**src/rtl/dsp38_mac_sequencer_pkg.sv**
```systemverilog
// Shared types and constants for the DSP38 multiply-accumulate sequencer.
package dsp38_seq_pkg;

  typedef enum logic [1:0] {
    IDLE,
    FEED,
    DRAIN,
    HOLD
  } seq_state_e;

  localparam int unsigned A_W     = 20;
  localparam int unsigned B_W     = 18;
  localparam int unsigned Z_W     = 38;
  localparam int unsigned SHIFT_W = 6;

  // Edges from the DSP_A/B update to a settled Z, matching the DSP38 register options.
  function automatic int unsigned seq_latency(input bit in_en, input bit out_en);
    return 1 + (in_en ? 1 : 0) + (out_en ? 1 : 0);
  endfunction

endpackage

```
**src/rtl/dsp38_mac_sequencer_if.sv**
```systemverilog
// Job, operand, result and DSP38-side signals of the MAC sequencer.
interface dsp38_mac_sequencer_if;
  import dsp38_seq_pkg::*;

  logic               JOB_VALID;
  logic               JOB_READY;
  logic [7:0]         JOB_LEN;
  logic               JOB_SUB;
  logic               JOB_SAT;
  logic               JOB_UNSIGNED_A;
  logic               JOB_UNSIGNED_B;
  logic [SHIFT_W-1:0] JOB_SHIFT;
  logic               JOB_ROUND;

  logic               OP_VALID;
  logic               OP_READY;
  logic [A_W-1:0]     OP_A;
  logic [B_W-1:0]     OP_B;

  logic               RES_VALID;
  logic               RES_READY;
  logic [Z_W-1:0]     RES_Z;

  logic [A_W-1:0]     DSP_A;
  logic [B_W-1:0]     DSP_B;
  logic               DSP_LOAD_ACC;
  logic               DSP_SUBTRACT;
  logic               DSP_SATURATE;
  logic               DSP_ROUND;
  logic               DSP_UNSIGNED_A;
  logic               DSP_UNSIGNED_B;
  logic               DSP_RESET;
  logic [SHIFT_W-1:0] DSP_SHIFT_RIGHT;
  logic [2:0]         DSP_FEEDBACK;
  logic [Z_W-1:0]     DSP_Z;

  modport master (
    output JOB_VALID, JOB_LEN, JOB_SUB, JOB_SAT, JOB_UNSIGNED_A, JOB_UNSIGNED_B,
           JOB_SHIFT, JOB_ROUND,
    input  JOB_READY,
    output OP_VALID, OP_A, OP_B,
    input  OP_READY,
    input  RES_VALID, RES_Z,
    output RES_READY,
    input  DSP_A, DSP_B, DSP_LOAD_ACC, DSP_SUBTRACT, DSP_SATURATE, DSP_ROUND,
           DSP_UNSIGNED_A, DSP_UNSIGNED_B, DSP_RESET, DSP_SHIFT_RIGHT, DSP_FEEDBACK,
    output DSP_Z
  );

  modport slave (
    input  JOB_VALID, JOB_LEN, JOB_SUB, JOB_SAT, JOB_UNSIGNED_A, JOB_UNSIGNED_B,
           JOB_SHIFT, JOB_ROUND,
    output JOB_READY,
    input  OP_VALID, OP_A, OP_B,
    output OP_READY,
    output RES_VALID, RES_Z,
    input  RES_READY,
    output DSP_A, DSP_B, DSP_LOAD_ACC, DSP_SUBTRACT, DSP_SATURATE, DSP_ROUND,
           DSP_UNSIGNED_A, DSP_UNSIGNED_B, DSP_RESET, DSP_SHIFT_RIGHT, DSP_FEEDBACK,
    input  DSP_Z
  );

endinterface

```
**src/rtl/dsp38_mac_sequencer.sv**
```systemverilog
// Streams a dot-product job into a DSP38 in MULTIPLY_ACCUMULATE mode and returns Z.
// Optional macro DSP38_SEQ_ROUND_EN forwards JOB_SHIFT/JOB_ROUND to the DSP38.
module dsp38_mac_sequencer
  import dsp38_seq_pkg::*;
#(
  parameter string INPUT_REG_EN  = "FALSE",
  parameter string OUTPUT_REG_EN = "FALSE"
) (
  input  logic                 CLK,
  input  logic                 RESET_N,
  dsp38_mac_sequencer_if.slave bus
);

  localparam int unsigned LAT        = seq_latency(INPUT_REG_EN == "TRUE", OUTPUT_REG_EN == "TRUE");
  localparam logic [1:0]  DRAIN_INIT = 2'(LAT);

  seq_state_e     state_q, state_d;
  logic [8:0]     remaining_q, remaining_d;
  logic [8:0]     accepted_q, accepted_d;
  logic [1:0]     drain_q, drain_d;
  logic           sub_q, sub_d;
  logic           sat_q, sat_d;
  logic           ua_q, ua_d;
  logic           ub_q, ub_d;
  logic [A_W-1:0] dsp_a_q, dsp_a_d;
  logic [B_W-1:0] dsp_b_q, dsp_b_d;
  logic           load_acc_q, load_acc_d;
  logic           dsp_reset_q, dsp_reset_d;
  logic           res_valid_q, res_valid_d;
  logic [Z_W-1:0] res_z_q, res_z_d;
`ifdef DSP38_SEQ_ROUND_EN
  logic [SHIFT_W-1:0] shift_q, shift_d;
  logic               round_q, round_d;
`endif

  always_comb begin
    state_d     = state_q;
    remaining_d = remaining_q;
    accepted_d  = accepted_q;
    drain_d     = drain_q;
    sub_d       = sub_q;
    sat_d       = sat_q;
    ua_d        = ua_q;
    ub_d        = ub_q;
    dsp_a_d     = '0;
    dsp_b_d     = '0;
    load_acc_d  = load_acc_q;
    dsp_reset_d = dsp_reset_q;
    res_valid_d = res_valid_q;
    res_z_d     = res_z_q;
`ifdef DSP38_SEQ_ROUND_EN
    shift_d     = shift_q;
    round_d     = round_q;
`endif

    unique case (state_q)
      IDLE: begin
        dsp_reset_d = 1'b1;
        load_acc_d  = 1'b0;
        if (bus.JOB_VALID) begin
          sub_d       = bus.JOB_SUB;
          sat_d       = bus.JOB_SAT;
          ua_d        = bus.JOB_UNSIGNED_A;
          ub_d        = bus.JOB_UNSIGNED_B;
`ifdef DSP38_SEQ_ROUND_EN
          shift_d     = bus.JOB_SHIFT;
          round_d     = bus.JOB_ROUND;
`endif
          remaining_d = (bus.JOB_LEN == '0) ? 9'd256 : {1'b0, bus.JOB_LEN};
          accepted_d  = '0;
          dsp_reset_d = 1'b0;
          state_d     = FEED;
        end
      end

      FEED: begin
        // Bubbles feed zero operands, so accumulating through them leaves the sum intact.
        load_acc_d = (accepted_q != '0);
        if (bus.OP_VALID) begin
          dsp_a_d     = bus.OP_A;
          dsp_b_d     = bus.OP_B;
          accepted_d  = accepted_q + 9'd1;
          remaining_d = remaining_q - 9'd1;
          if (remaining_q == 9'd1) begin
            drain_d = DRAIN_INIT;
            state_d = DRAIN;
          end
        end
      end

      DRAIN: begin
        load_acc_d = 1'b1;
        if (drain_q == '0) begin
          res_z_d     = bus.DSP_Z;
          res_valid_d = 1'b1;
          state_d     = HOLD;
        end else begin
          drain_d = drain_q - 2'd1;
        end
      end

      HOLD: begin
        load_acc_d = 1'b1;
        if (bus.RES_READY) begin
          res_valid_d = 1'b0;
          dsp_reset_d = 1'b1;
          load_acc_d  = 1'b0;
          state_d     = IDLE;
        end
      end

      default: state_d = IDLE;
    endcase
  end

  always_ff @(posedge CLK or negedge RESET_N) begin
    if (!RESET_N) begin
      state_q     <= IDLE;
      remaining_q <= '0;
      accepted_q  <= '0;
      drain_q     <= '0;
      sub_q       <= 1'b0;
      sat_q       <= 1'b0;
      ua_q        <= 1'b1;
      ub_q        <= 1'b1;
      dsp_a_q     <= '0;
      dsp_b_q     <= '0;
      load_acc_q  <= 1'b0;
      dsp_reset_q <= 1'b1;
      res_valid_q <= 1'b0;
      res_z_q     <= '0;
`ifdef DSP38_SEQ_ROUND_EN
      shift_q     <= '0;
      round_q     <= 1'b0;
`endif
    end else begin
      state_q     <= state_d;
      remaining_q <= remaining_d;
      accepted_q  <= accepted_d;
      drain_q     <= drain_d;
      sub_q       <= sub_d;
      sat_q       <= sat_d;
      ua_q        <= ua_d;
      ub_q        <= ub_d;
      dsp_a_q     <= dsp_a_d;
      dsp_b_q     <= dsp_b_d;
      load_acc_q  <= load_acc_d;
      dsp_reset_q <= dsp_reset_d;
      res_valid_q <= res_valid_d;
      res_z_q     <= res_z_d;
`ifdef DSP38_SEQ_ROUND_EN
      shift_q     <= shift_d;
      round_q     <= round_d;
`endif
    end
  end

  assign bus.JOB_READY      = (state_q == IDLE);
  assign bus.OP_READY       = (state_q == FEED);
  assign bus.RES_VALID      = res_valid_q;
  assign bus.RES_Z          = res_z_q;
  assign bus.DSP_A          = dsp_a_q;
  assign bus.DSP_B          = dsp_b_q;
  assign bus.DSP_LOAD_ACC   = load_acc_q;
  assign bus.DSP_SUBTRACT   = sub_q;
  assign bus.DSP_SATURATE   = sat_q;
  assign bus.DSP_UNSIGNED_A = ua_q;
  assign bus.DSP_UNSIGNED_B = ub_q;
  assign bus.DSP_RESET      = dsp_reset_q;
  assign bus.DSP_FEEDBACK   = '0;
`ifdef DSP38_SEQ_ROUND_EN
  assign bus.DSP_SHIFT_RIGHT = shift_q;
  assign bus.DSP_ROUND       = round_q;
`else
  assign bus.DSP_SHIFT_RIGHT = '0;
  assign bus.DSP_ROUND       = 1'b0;
`endif

endmodule

```
**src/flat_wrapper.sv**
```systemverilog
// flat-port wrapper written by rule: the top's interface ports become plain ports
module dsp38_mac_sequencer_flat import dsp38_seq_pkg::*;
#(
  parameter string INPUT_REG_EN  = "     ",
  parameter string OUTPUT_REG_EN = "     "
)
  (CLK, RESET_N, bus_JOB_VALID, bus_JOB_LEN, bus_JOB_SUB, bus_JOB_SAT, bus_JOB_UNSIGNED_A, bus_JOB_UNSIGNED_B, bus_JOB_SHIFT, bus_JOB_ROUND, bus_JOB_READY, bus_OP_VALID, bus_OP_A, bus_OP_B, bus_OP_READY, bus_RES_VALID, bus_RES_Z, bus_RES_READY, bus_DSP_A, bus_DSP_B, bus_DSP_LOAD_ACC, bus_DSP_SUBTRACT, bus_DSP_SATURATE, bus_DSP_ROUND, bus_DSP_UNSIGNED_A, bus_DSP_UNSIGNED_B, bus_DSP_RESET, bus_DSP_SHIFT_RIGHT, bus_DSP_FEEDBACK, bus_DSP_Z);
  dsp38_mac_sequencer_if bus_i ();
  input  logic CLK;
  input  logic RESET_N;
  input wire logic [$bits(bus_i.JOB_VALID)-1:0] bus_JOB_VALID;
  input wire logic [$bits(bus_i.JOB_LEN)-1:0] bus_JOB_LEN;
  input wire logic [$bits(bus_i.JOB_SUB)-1:0] bus_JOB_SUB;
  input wire logic [$bits(bus_i.JOB_SAT)-1:0] bus_JOB_SAT;
  input wire logic [$bits(bus_i.JOB_UNSIGNED_A)-1:0] bus_JOB_UNSIGNED_A;
  input wire logic [$bits(bus_i.JOB_UNSIGNED_B)-1:0] bus_JOB_UNSIGNED_B;
  input wire logic [$bits(bus_i.JOB_SHIFT)-1:0] bus_JOB_SHIFT;
  input wire logic [$bits(bus_i.JOB_ROUND)-1:0] bus_JOB_ROUND;
  output wire logic [$bits(bus_i.JOB_READY)-1:0] bus_JOB_READY;
  input wire logic [$bits(bus_i.OP_VALID)-1:0] bus_OP_VALID;
  input wire logic [$bits(bus_i.OP_A)-1:0] bus_OP_A;
  input wire logic [$bits(bus_i.OP_B)-1:0] bus_OP_B;
  output wire logic [$bits(bus_i.OP_READY)-1:0] bus_OP_READY;
  output wire logic [$bits(bus_i.RES_VALID)-1:0] bus_RES_VALID;
  output wire logic [$bits(bus_i.RES_Z)-1:0] bus_RES_Z;
  input wire logic [$bits(bus_i.RES_READY)-1:0] bus_RES_READY;
  output wire logic [$bits(bus_i.DSP_A)-1:0] bus_DSP_A;
  output wire logic [$bits(bus_i.DSP_B)-1:0] bus_DSP_B;
  output wire logic [$bits(bus_i.DSP_LOAD_ACC)-1:0] bus_DSP_LOAD_ACC;
  output wire logic [$bits(bus_i.DSP_SUBTRACT)-1:0] bus_DSP_SUBTRACT;
  output wire logic [$bits(bus_i.DSP_SATURATE)-1:0] bus_DSP_SATURATE;
  output wire logic [$bits(bus_i.DSP_ROUND)-1:0] bus_DSP_ROUND;
  output wire logic [$bits(bus_i.DSP_UNSIGNED_A)-1:0] bus_DSP_UNSIGNED_A;
  output wire logic [$bits(bus_i.DSP_UNSIGNED_B)-1:0] bus_DSP_UNSIGNED_B;
  output wire logic [$bits(bus_i.DSP_RESET)-1:0] bus_DSP_RESET;
  output wire logic [$bits(bus_i.DSP_SHIFT_RIGHT)-1:0] bus_DSP_SHIFT_RIGHT;
  output wire logic [$bits(bus_i.DSP_FEEDBACK)-1:0] bus_DSP_FEEDBACK;
  input wire logic [$bits(bus_i.DSP_Z)-1:0] bus_DSP_Z;
  assign bus_i.JOB_VALID = bus_JOB_VALID;
  assign bus_i.JOB_LEN = bus_JOB_LEN;
  assign bus_i.JOB_SUB = bus_JOB_SUB;
  assign bus_i.JOB_SAT = bus_JOB_SAT;
  assign bus_i.JOB_UNSIGNED_A = bus_JOB_UNSIGNED_A;
  assign bus_i.JOB_UNSIGNED_B = bus_JOB_UNSIGNED_B;
  assign bus_i.JOB_SHIFT = bus_JOB_SHIFT;
  assign bus_i.JOB_ROUND = bus_JOB_ROUND;
  assign bus_JOB_READY = bus_i.JOB_READY;
  assign bus_i.OP_VALID = bus_OP_VALID;
  assign bus_i.OP_A = bus_OP_A;
  assign bus_i.OP_B = bus_OP_B;
  assign bus_OP_READY = bus_i.OP_READY;
  assign bus_RES_VALID = bus_i.RES_VALID;
  assign bus_RES_Z = bus_i.RES_Z;
  assign bus_i.RES_READY = bus_RES_READY;
  assign bus_DSP_A = bus_i.DSP_A;
  assign bus_DSP_B = bus_i.DSP_B;
  assign bus_DSP_LOAD_ACC = bus_i.DSP_LOAD_ACC;
  assign bus_DSP_SUBTRACT = bus_i.DSP_SUBTRACT;
  assign bus_DSP_SATURATE = bus_i.DSP_SATURATE;
  assign bus_DSP_ROUND = bus_i.DSP_ROUND;
  assign bus_DSP_UNSIGNED_A = bus_i.DSP_UNSIGNED_A;
  assign bus_DSP_UNSIGNED_B = bus_i.DSP_UNSIGNED_B;
  assign bus_DSP_RESET = bus_i.DSP_RESET;
  assign bus_DSP_SHIFT_RIGHT = bus_i.DSP_SHIFT_RIGHT;
  assign bus_DSP_FEEDBACK = bus_i.DSP_FEEDBACK;
  assign bus_i.DSP_Z = bus_DSP_Z;
  dsp38_mac_sequencer #(.INPUT_REG_EN(INPUT_REG_EN), .OUTPUT_REG_EN(OUTPUT_REG_EN)) u_core (.CLK(CLK), .RESET_N(RESET_N), .bus(bus_i));
endmodule
```
**config.mk**
```make
export PLATFORM = sky130hd
export DESIGN_NAME = dsp38_mac_sequencer_flat
export DESIGN_NICKNAME = d
export VERILOG_FILES = /design/src/rtl/dsp38_mac_sequencer_pkg.sv /design/src/rtl/dsp38_mac_sequencer_if.sv /design/src/rtl/dsp38_mac_sequencer.sv /design/src/flat_wrapper.sv
export SDC_FILE = /design/constraint.sdc
export NUM_CORES = 1
export LEC_CHECK = 0
export ABC_AREA = 1
export ABC_CLOCK_PERIOD_IN_PS = 3900
export BUFFER_PORTS_ARGS = -buffer_cell sky130_fd_sc_hd__buf_4
export CORE_MARGIN = 3
export CORE_UTILIZATION = 51
export DETAILED_ROUTE_END_ITERATION = 12
export GPL_ROUTABILITY_DRIVEN = 1
export GPL_TIMING_DRIVEN = 0
export MAX_ROUTING_LAYER = met4
export PLACE_DENSITY = 0.84
export SETUP_SLACK_MARGIN = 0.4
export SLEW_MARGIN = 20
export SYNTH_ARGS = -nofsm -noshare
export SYNTH_HDL_FRONTEND = slang
export SYNTH_SLANG_ARGS = --single-unit
```
**constraint.sdc**
```tcl
create_clock -name CLK -period 3.9 [get_ports CLK]
set_input_delay 0.78 -clock CLK [delete_from_list [all_inputs] [get_ports CLK]]
set_output_delay 0.78 -clock CLK [all_outputs]
set_load 0.05 [all_outputs]
```
* Word-level counts from Yosys, hierarchy flattened
Cells that the tools add are included.
** Word-level totals
- ROM bits :: 0
- Output and inout port bits :: 95
- Latch bits :: 0
- Bits in registers :: 105
- Bits of input ports :: 100
- Logic and storage cells :: 71
- Memories :: 0
- Memory bits (writable) :: 0
** Cells by class
- Divide/modulo/power cells :: 0
- Shift operators :: 0
- Add/subtract/negate cells :: 3
- Magnitude comparators :: 0
- Equality and inequality tests :: 10
- Bitwise gates (word level) :: 0
- $mul :: 0
- Mux-type cells :: 29
- Reduce and logical (&&, ||, !) cells :: 15
** Operators by type and width (number)
- two-way mux 9 bit :: 5
- two-way mux 20 bit :: 2
- two-way mux 18 bit :: 2
- case mux 9 bit (2 select lines) :: 2
- two-way mux 2 bit :: 8
- adder 9 x 1 -> 9 bit, second input constant :: 1
- equality test 9 x 1 -> 1 bit, second input constant :: 1
- nonzero test 9 bit :: 1
- subtractor 9 x 1 -> 9 bit, second input constant :: 1
- logical NOT 8 bit :: 1
- inequality test 2 bit, second input constant :: 4
- case mux 2 bit (4 select lines) :: 1
- nonzero test 2 bit :: 4
- AND reduction 2 bit :: 3
- AND reduction 3 bit :: 2
- two-way mux 1 bit :: 5
- AND reduction 5 bit :: 1
- equality test 2 bit, second input constant :: 2
- logical NOT 2 bit :: 2
- inequality test 2 x 1 -> 1 bit, second input constant :: 2
- case mux 1 bit (2 select lines) :: 2
- case mux 1 bit (4 select lines) :: 1
- case mux 2 bit (2 select lines) :: 1
- AND reduction 4 bit :: 1
- 2 further kinds :: 2

* Depth between registers and ports, before layout
Gate-level depths: netlist (run 1).
- Depth after elaboration :: 4
- Depth in mapped cells :: 9

* Least setup slack after synthesis (run 1)
OpenSTA, ideal clock, no wires.
- Path kind :: register to register
- From :: register u_core.state_q[0]
- To :: register u_core.remaining_q[3]
- Arrival time :: 1.715 ns
- Slack :: 2.061 ns
- Stages on the path, launching flop included :: 9
- Path through :: dfrtp_1 -> inv_1 -> ha_1 -> nand2_1 -> nand2_1 -> a21oi_2 -> buf_6 -> a21oi_1 -> a21oi_2
** On the way
- Cells in the longest elaborated chain, start to end :: 3
- Elaborated cells on any way between the ends :: 7
- Those cells by class :: eq/ne (3); mux (1); reduce/logical (3)
** Ends and longest elaborated chain
- start: declaration :: RTL line dsp38_mac_sequencer.sv:17 : seq_state_e state_q, state_d;
- start signal: assignment :: RTL line dsp38_mac_sequencer.sv:137 : state_q <= state_d;
- logical NOT 2 bit (*)
- net bus_JOB_READY :: RTL line flat_wrapper.sv:19 : output wire logic [$bits(bus_i.JOB_READY)-1:0] bus_JOB_READY;
- inequality test 2 bit (no source line) or nonzero test 2 bit (tied branches)
- AND reduction 3 bit (no source line)
- end signal: assignment :: RTL line dsp38_mac_sequencer.sv:138 : remaining_q <= remaining_d;
- end: declaration :: RTL line dsp38_mac_sequencer.sv:18 : logic [8:0] remaining_q, remaining_d;
The timed path passes the listed nets; every way through them passes the cells marked *.
A chain may end at the register's enable or synchronous reset.

* Worst setup path after layout (run 1)
- From :: register u_core.state_q[0]
- To :: output bus_JOB_READY
** On the way
- Cells in the longest elaborated chain, start to end :: 1
** Ends and longest elaborated chain
- logical NOT 2 bit :: RTL line dsp38_mac_sequencer.sv:158 : assign bus.JOB_READY = (state_q == IDLE);
- end: declaration :: RTL line flat_wrapper.sv:19
No other way between the ends.

==> results of run 1 <==
-- power by group --
| part | internal [mW] | switching [mW] |
|---|---|---|
| combinational | 0.879 | 2.01 |
| clock | 0.307 | 0.386 |
| sequential | 1.47 | 0.208 |
-- registers in the layout, summed over array words and instances, names as in the netlist, 2 cells and up --
| signal | cells |
|---|---|
| u_core.drain_q | 2 |
| u_core.state_q | 2 |
| u_core.remaining_q | 9 |
| u_core.bus.DSP_A | 20 |
| u_core.bus.RES_Z | 38 |
| u_core.accepted_q | 9 |
| u_core.bus.DSP_B | 18 |
-- worst max-delay path, delay by kind of cell (launching register included) --
family,cells,cell delay [ns]
fa+ha+maj,1,0.31
buf+inv,2,0.37
flops,1,0.43
-- area by class of cell --
cell class	instances	area, um2
well taps	105	131.4
flip-flops and latches	105	2631
plain buffers	28	181.4
repair buffers	177	1333
multi-input cells	335	1513
fillers	623	2172
inverters	80	300.3
clock buffers	10	127.6
clock inverters	6	75.07
-- synth_stat cells, types with 2 or more instances --
cell type  instances  area [um2]
clkbuf_1           2       7.510
inv_1             79       296.5
mux2_2             4       45.04
or2_2              2       12.51
nand2_1          176       660.6
o21ai_0           20       100.1
nand3_1           23       115.1
nor3_1             2       10.01
ha_1              10       125.1
a21oi_2            2       17.52
o21ai_1            7       35.03
nand3b_1           2       15.01
dfrtp_1          102        2552
nor2_1            58       217.7
buf_4             15       112.6
nand4_1            9       56.30
buf_2             10       50.05
a21oi_1            6       30.03
dfstp_2            3       78.83
-- cell families (layout without fill, tap and decap cells) --
family / count (synthesis) / after routing / share of synthesized area [%]
simple gates: 272 / 272 / 23.68
buf+inv: 108 / 301 / 10.49
flops: 105 / 105 / 57.30
compound gates: 39 / 39 / 4.741
fa+ha+maj: 10 / 10 / 2.725
mux: 4 / 4 / 0.9809
other cells: 1 / 10 / 0.08167
-- layout by cell type, fill, tap and decap left out, drive strengths merged --
master,instances
o22ai,1
dfrtp,102
or2,2
buf,203
nand3b,2
clkbuf,12
nor3,2
clkinvlp,1
inv,82
a21oi,8
conb,10
nor2,58
nand4,9
clkinv,2
ha,10
o211ai,2
nand2,176
o21ai,27
nand3,23
bufinv,1
dfstp,3
mux2,4
a2bb2oi,1
-- through the flow --
step                      total power [mW]  area, um2
after floorplan                      3.693       4626
after global placement               4.517       6086
after detailed placement             4.591       6090
after CTS                            5.288       6292
after global routing                 5.597       6292
final                                5.258       6292
-- routing by layer --
layer	share of wire (%)	wire length, um	GRT usage [%]	up-vias
met4	1.4	163	6.953	0
li1	-	-	-	2001
met2	49	5592	37.37	163
met5	0	0	-	-
met3	10	1156	7.958	13
met1	39	4507	28.40	1843
-- worst paths after layout --
kind,from,end,slack [ns],depth (start not counted)
setup reg to reg,u_core.state_q[0],u_core.remaining_q[6],2.20,9
setup / recovery,u_core.state_q[0],bus_JOB_READY,1.64,3
hold / removal,u_core.bus.RES_Z[17],u_core.bus.RES_Z[17],0.49,2
max in group asynchronous,RESET_N,u_core.accepted_q[2],2.75,1
hold reg to reg,u_core.bus.RES_Z[17],u_core.bus.RES_Z[17],0.49,2
min in group asynchronous,RESET_N,u_core.bus.DSP_A[15],0.51,1
==> reports/qor.yml, run 1 <==
logic_synthesis:
  ys_warn_count: 0
  ys_seq_area_share_pct: 57.30
  synth_cell_types: 26
  synth_edf_count: 0
  syn-cell-area_um2: 4592
  synthArstFlopShare_pct: 100.0
  synth.avg_cell_area_um2: 8.519
  synthFlopType: "dfrtp_1"
  ys_seq_elements: 105
  syn_inst: 539
global_routing:
  antenna_found_initial: 0
  track_usage_pct: 23.42
  grt_max_degree: 106
  first_global_vias: 3947
  grt_pass1_wl_um: 18230
  grt.overflow.total: 0
cells_and_area:
  syn2layout_area_growth_pct: 37.03
  utilization_pct: 74.34
  drive_above_1_share_pct: 31.17
  antenna_cells: 0
  fin_cells: 846
  fin_nets: 846
timing:
  fin_setup_tns_ns: 0
  max_freq_mhz: 443.3
  finalSetupViolCount: 0
  hold_viol: 0
  hold_ws_ns: 0.4935
  worst_slack_ns: 1.644
  layout_worst_path_cycle_share_pct: 57.85
  skew_ns: 0.01282
  grt_setup_unrepaired: "false"
  maxSlewViolCount: 0
  finalCriticalPeriod_ns: 2.256
  worst_slew_pin_slew_ns: 0.9294
  relSlewSlack_pct: 38.04
die:
  start_util_pct: 54.25
  fp.dieH_um: 100.9
  rows: 33
  dieArea_um2: 10180
  core_area_um2: 8464
  ios: 195
  die_w_um: 100.9
place:
  hpwl_um: 8772
  dp_slack_ns: 2.034
  port_buffers: 177
  place_congestion: 0.8975
  dp.cells: 830
pwr:
  powerDensity_nw_per_um2: 835.6
  vdd_drop_max_uv: 363.5
  p_leak_nw: 3.664
cts:
  clkSlewWorstSetupHoldPaths_ns: 0.11
  clock_latency_ns: 0.36
  max-clock-path-buffers: 2
  cts_sinks: 105
  numCtsBuffers: 9
  htree_levels: 3
  cts_resized: 0
  post_cts.repair.setup_buffers: 0
  cts_root_buffer: "clkbuf_8"
  cts_hold_buf: 0
  cts_tree: "done"
routing:
  dr_total_vias: 4020
  first_pass_iters: 7
  ant_nets: 0
  drcViolationCount: 0
  drt-total-wl_um: 11420
  wl_per_cell_um: 13.50
  first_iter_violations: 162
  viasPerCell: 4.752
setup_path:
  critPathMaxStageDelay_ns: 0.43
  required_ns: 3.12
  path_class: "reg2out"
  crit_chain: "inv_1 -> ha_1 -> buf_4"
  worstPathMaxFanout: 6
  cp-end-kind: "output port"
  critPathSlowestCell: "dfrtp_1"
  cp_data_arrival_time_ns: 1.48
  start_kind: "flip-flop"
hold_path:
  hold_path.class: "reg2reg"
flow_run:
  drv_cap: 0
run_status:
  status: "finished, final reports clean"
(Power assumes the default switching activity.)
==> run 2, diff against run 1 <==
--- a/config.mk
+++ b/config.mk
@@ -6,15 +6,15 @@
 export NUM_CORES = 1
 export LEC_CHECK = 0
 export ABC_AREA = 1
-export ABC_CLOCK_PERIOD_IN_PS = 3900
+export ABC_CLOCK_PERIOD_IN_PS = 2200
 export BUFFER_PORTS_ARGS = -buffer_cell sky130_fd_sc_hd__buf_4
 export CORE_MARGIN = 3
-export CORE_UTILIZATION = 51
+export CORE_UTILIZATION = 48
 export DETAILED_ROUTE_END_ITERATION = 12
 export GPL_ROUTABILITY_DRIVEN = 1
 export GPL_TIMING_DRIVEN = 0
 export MAX_ROUTING_LAYER = met4
-export PLACE_DENSITY = 0.84
+export PLACE_DENSITY = 0.79
 export SETUP_SLACK_MARGIN = 0.4
 export SLEW_MARGIN = 20
 export SYNTH_ARGS = -nofsm -noshare
==> constraint.sdc (replaced) <==
create_clock -name CLK -period 2.2 [get_ports CLK]
set_input_delay 0.44 -clock CLK [delete_from_list [all_inputs] [get_ports CLK]]
set_output_delay 0.44 -clock CLK [all_outputs]
set_load 0.05 [all_outputs]
==> run 2 against run 1 <==
Combinational power rose by 80%. Final area is 0.80% higher. Sequential share of layout area is 0.31 points lower. First-iteration DRC count rose by 52%. Worst hold slack lost 0.36 ns. Critical path depth is the same. Power is 78% higher. Clock skew barely moved. Largest power group unchanged. Highest routed layer unchanged.
==> reports/qor.yml, run 2 (synthesis results as in run 1) <==
die:
  core_area_um2: 9284
  dieArea_um2: 10780
  fp.dieH_um: 103.8
  rows: 35
  ios: 195
  start_util_pct: 49.46
  die_w_um: 103.8
cells_and_area:
  layout_common_cells: "buf_4 (189), nand2_1 (176), dfrtp_1 (101)"
  drive_above_1_share_pct: 31.98
  fin_cells: 870
  antenna_cells: 0
  fin_nets: 846
  largest_register_ffs: 38
  syn2layout_area_growth_pct: 38.12
  final_common_cell: "buf_4"
cts:
  clkSlewWorstSetupHoldPaths_ns: 0.11
  htree_levels: 3
  cts_root_buffer: "clkbuf_8"
  max-clock-path-buffers: 2
  clock_latency_ns: 0.36
  post_cts.repair.setup_buffers: 0
  cts_sinks: 105
  cts_tree: "done"
  numCtsBuffers: 9
routing:
  ant_nets: 0
  first_pass_iters: 4
  wl_per_cell_um: 13.03
  viasPerCell: 4.683
  dr_total_vias: 4074
  drt-total-wl_um: 11340
  drcViolationCount: 0
  first_iter_violations: 247
timing:
  grt_setup_unrepaired: "true"
  worst_slew_pin_slew_ns: 0.9406
  relSlewSlack_pct: 37.29
  fin_setup_tns_ns: 0
  maxSlewViolCount: 0
  skew_ns: 0.01300
  finalCriticalPeriod_ns: 1.751
  finalSetupViolCount: 0
  hold_viol: 0
  max_freq_mhz: 571.1
  layout_worst_path_cycle_share_pct: 79.59
hold_path:
  hold_path.class: "in2async"
pwr:
  p_leak_nw: 3.663
  vdd_drop_max_uv: 594.8
  powerDensity_nw_per_um2: 1475
place:
  dp.cells: 854
  place_congestion: 0.9214
  hpwl_um: 8638
  port_buffers: 177
global_routing:
  grt_max_degree: 106
  track_usage_pct: 22.01
  antenna_found_initial: 0
  first_global_vias: 4135
  grt_pass1_wl_um: 19060
  grt.overflow.total: 0
setup_path:
  reg2reg_depth: 7
  required_ns: 1.76
  cp_data_arrival_time_ns: 1.31
  path_class: "reg2out"
  start_kind: "flip-flop"
  worstPathMaxFanout: 4
  cp-end-kind: "output port"
run_status:
  status: "finished, final reports clean"
flow_run:
  drv_cap: 0
[run 2: cell count changes in the layout (fill, tap and decap cells not counted), sizes merged]
cell | before | now
clkbuf | 12 | 13
bufinv | 1 | 0
[run 2: per-stage QoR]
stage | setup slack (ns) | util [%] | power [mW] | instance area [um2] | hold WS, ns
CTS | 0.3718 | 68.22 | 9.382 | 6334 | 0.2212
global route | 0.3987 | 68.32 | 9.966 | 6342 | 0.2474
floorplan | 0.5767 | - | 6.557 | 4631 | 0.1444
finish | 0.4490 | 68.32 | 9.352 | 6342 | 0.1374
detailed placement | 0.5436 | 65.97 | 8.170 | 6125 | 0.4667
global placement | 0.5901 | 65.93 | 8.028 | 6121 | 0.4600
[run 2: repair_timing]
| action | 4_1_cts | 5_1_grt |
|---|---|---|
| endpoints found under the hold margin | 0 | 0 |
| setup endpoints to repair | 2 | 26 |
| hold buffers | 0 | 0 |
| gates resized for setup | 2 | 4 |
[run 2: critical path, cell delays in order, from the launching register on]
cell	delay [ns]
dfrtp_2	0.46
inv_2	0.10
ha_2	0.22
buf_6	0.17
[run 2: power breakdown]
part           internal (mW)  total (mW)  switching (mW)
logic                   1.60        5.19            3.59
registers               2.60        2.98           0.378
clock network          0.495        1.18           0.686
[run 2: cell type report]
type                    instances  area (um2)
fillers                       788        2942
flip-flops and latches        105        2633
multi-input cells             335        1528
repair buffers                177        1340
inverters                      80       300.3
plain buffers                  28       181.4
well taps                     129       161.4
clock buffers                  11       151.4
clock inverters                 5       47.55
[run 2: path summary, 6_finish.rpt]
kind                                              to                 start  slack, ns
worst min-delay path            u_core.bus.DSP_A[11]               RESET_N       0.14
max in group asynchronous          u_core.state_q[1]               RESET_N       1.33
worst max register to register   u_core.bus.RES_Z[8]     u_core.state_q[0]       0.53
min in group CLK                 u_core.bus.RES_Z[9]          bus_DSP_Z[9]       0.27
worst max-delay path                    bus_OP_READY     u_core.state_q[1]       0.45
worst min register to register  u_core.bus.RES_Z[26]  u_core.bus.RES_Z[26]       0.49
[run 2: metal layers]
metal / vias to the layer above / part of all wire, % / global-route usage, %
met2: 157 / 50 / 36.26
met3: 12 / 6.6 / 4.361
met5: - / 0 / -
met1: 1905 / 42 / 27.44
li1: 2000 / - / -
met4: 0 / 1.4 / 7.312
==> run 3, diff against run 2 <==
--- a/config.mk
+++ b/config.mk
@@ -6,15 +6,15 @@
 export NUM_CORES = 1
 export LEC_CHECK = 0
 export ABC_AREA = 1
-export ABC_CLOCK_PERIOD_IN_PS = 2200
+export ABC_CLOCK_PERIOD_IN_PS = 1530
 export BUFFER_PORTS_ARGS = -buffer_cell sky130_fd_sc_hd__buf_4
 export CORE_MARGIN = 3
-export CORE_UTILIZATION = 48
+export CORE_UTILIZATION = 43
 export DETAILED_ROUTE_END_ITERATION = 12
 export GPL_ROUTABILITY_DRIVEN = 1
 export GPL_TIMING_DRIVEN = 0
 export MAX_ROUTING_LAYER = met4
-export PLACE_DENSITY = 0.79
+export PLACE_DENSITY = 0.75
 export SETUP_SLACK_MARGIN = 0.4
 export SLEW_MARGIN = 20
 export SYNTH_ARGS = -nofsm -noshare
==> constraint.sdc (replaced) <==
create_clock -name CLK -period 1.53 [get_ports CLK]
set_input_delay 0.306 -clock CLK [delete_from_list [all_inputs] [get_ports CLK]]
set_output_delay 0.306 -clock CLK [all_outputs]
set_load 0.05 [all_outputs]
==> run 3 against run 2 <==
The run now ends with negative setup slack left. Largest cell class is now buffers. Largest power group unchanged. Via count rose by 9.7%. Clock skew fell by 0.0012 ns. Critical endpoint is now u_core.remaining_q[6]. Die area rose by 11%.
==> reports/qor.yml, run 3 (synthesis results as in run 1) <==
cells_and_area:
  fill_cells: 663
  layout_common_cells: "buf_4 (149), buf_6 (103), dfrtp_1 (101)"
  final_cell_area_um2: 8036
  syn2layout_area_growth_pct: 75.01
  largest_register_ffs: 38
  regArea_um2: 2633
  multi_input_area_um2: 2078
  antenna_cells: 0
  fin_nets: 915
  drive_above_1_share_pct: 51.98
  final_common_cell: "buf_4"
routing:
  drt-total-wl_um: 14610
  first_pass_iters: 6
  drcViolationCount: 0
  wl_per_cell_um: 15.44
  viasPerCell: 4.723
  first_iter_violations: 252
  dr_total_vias: 4468
  ant_nets: 0
global_routing:
  grt.overflow.total: 0
  grt-busiest-layer: "met2"
  first_global_vias: 4376
  grt_max_degree: 106
  grt_pass1_wl_um: 20130
  met3_usage_pct: 4.169
  antenna_found_initial: 0
  grt_use_met2_pct: 38.49
  grt_use_met1_pct: 26.06
  track_usage_pct: 22.34
die:
  rows: 37
  ios: 195
  start_util_pct: 44.28
  die_w_um: 109.3
  fp.dieH_um: 109.3
  dieArea_um2: 11960
  core_area_um2: 10370
cts:
  clock_latency_ns: 0.38
  cts_tree: "done"
  cts_sinks: 105
  cts_hold_buf: 0
  max-clock-path-buffers: 2
  numCtsBuffers: 9
  htree_levels: 3
  cts_root_buffer: "clkbuf_8"
  clkSlewWorstSetupHoldPaths_ns: 0.10
setup_path:
  worstPathMaxFanout: 7
  required_ns: 1.80
  cp_data_arrival_time_ns: 1.89
  startpoint: "u_core.state_q[1]"
  cp-end-kind: "flip-flop"
  rr_startpoint: "u_core.state_q[1]"
  start_kind: "flip-flop"
  path_class: "reg2reg"
pwr:
  p_comb_share_pct: 64.5
  swShare_pct: 46.81
  vdd_drop_max_uv: 1377
  powerDensity_nw_per_um2: 2185
  seqPwrFrac_pct: 25.5
  clockPowerShare_pct: 10.0
  p_switching_mw: 8.219
  p_int_mw: 9.338
  p_leak_nw: 4.396
place:
  port_buffers: 177
  hpwl_um: 8409
  place_congestion: 0.9111
  placed_area_um2: 6240
timing:
  relSlewSlack_pct: 36.13
  worst_slew_pin_slew_ns: 0.9580
  grt_setup_unrepaired: "true"
  layout_worst_path_cycle_share_pct: 105.6
  skew_ns: 0.01183
  maxSlewViolCount: 0
  finalCriticalPeriod_ns: 1.615
  hold_ws_ns: 0.003783
  max_freq_mhz: 619.2
  finalSetupViolCount: 24
  worst_slack_ns: -0.08507
  hold_viol: 0
run_status:
  violations: "negative setup slack"
  status: "finished with violations"
hold_path:
  hold_path.class: "in2async"
flow_run:
  drv_cap: 0
==> run 3: cell count changes in the layout (fill, tap and decap cells not counted), sizes merged <==
cell      change
buf          +69
bufinv        +1
clkinv        -1
clkinvlp      +1
inv           -1
==> run 3: worst max-delay path, stage by stage (launching register included) <==
cell and delay [ns]:
dfrtp_1 0.43, inv_2 0.12, ha_4 0.20, buf_12 0.13, inv_6 0.05, a21oi_4 0.26
buf_6 0.17, nand2_1 0.06, nand2_1 0.05, nand2_1 0.04
==> run 3: area by class of cell <==
class                           instances  area share, %
Sequential cell                       105          32.76
Timing Repair Buffer                  246          28.72
Multi-Input combinational cell        335          25.86
Buffer                                 28          4.173
Inverter                               80          3.923
Tap cell                              136          2.117
Clock buffer                           11          1.635
Clock inverter                          5         0.8096
==> run 3: power by group through the flow <==
| stage | clock (mW) | sequential, mW | combinational, mW |
|---|---|---|---|
| floorplan | 0 | 6.80 | 2.94 |
| global placement | 0 | 4.30 | 7.55 |
| detailed placement | 0 | 4.33 | 7.67 |
| CTS | 1.79 | 4.42 | 9.80 |
| global route | 1.92 | 4.57 | 12.0 |
| finish | 1.76 | 4.48 | 11.3 |
==> run 3: timing repair <==
item	4_1_cts	5_1_grt
pin swaps	25	21
gates cloned	3	3
gates resized for setup	203	100
endpoints found under the setup margin	190	190
setup buffers	41	22
==> run 3: worst paths after layout <==
path | cells past startpoint | endpoint | slack [ns]
worst max register to register | 9 | u_core.remaining_q[6] | -0.09
worst min register to register | 2 | u_core.bus.DSP_RESET | 0.50
worst max-delay path | 9 | u_core.remaining_q[6] | -0.09
min in group CLK | 3 | u_core.bus.RES_Z[3] | 0.12
worst min-delay path | 1 | u_core.remaining_q[0] | 0.004
max in group asynchronous | 1 | u_core.state_q[0] | 0.77
==> run 3: routing by layer <==
layer	up-vias	share of wire (%)
li1	2145	-
met1	2118	38
met2	173	53
met3	32	6.6
met4	0	2.5
met5	-	0
==> run 3: per-stage QoR <==
stage               instances  setup TNS, ns  setup WS (ns)  power (mW)  util [%]
floorplan                 548              0         0.1089       9.737         -
global placement          861         -1.973        -0.1021       11.85     60.14
detailed placement        861         -2.391        -0.1243       11.99     60.17
CTS                       921        -0.1921       -0.04301       16.01     71.98
global route              946         -4.080        -0.1753       18.48     77.50
finish                    946         -1.125       -0.08507       17.56     77.50
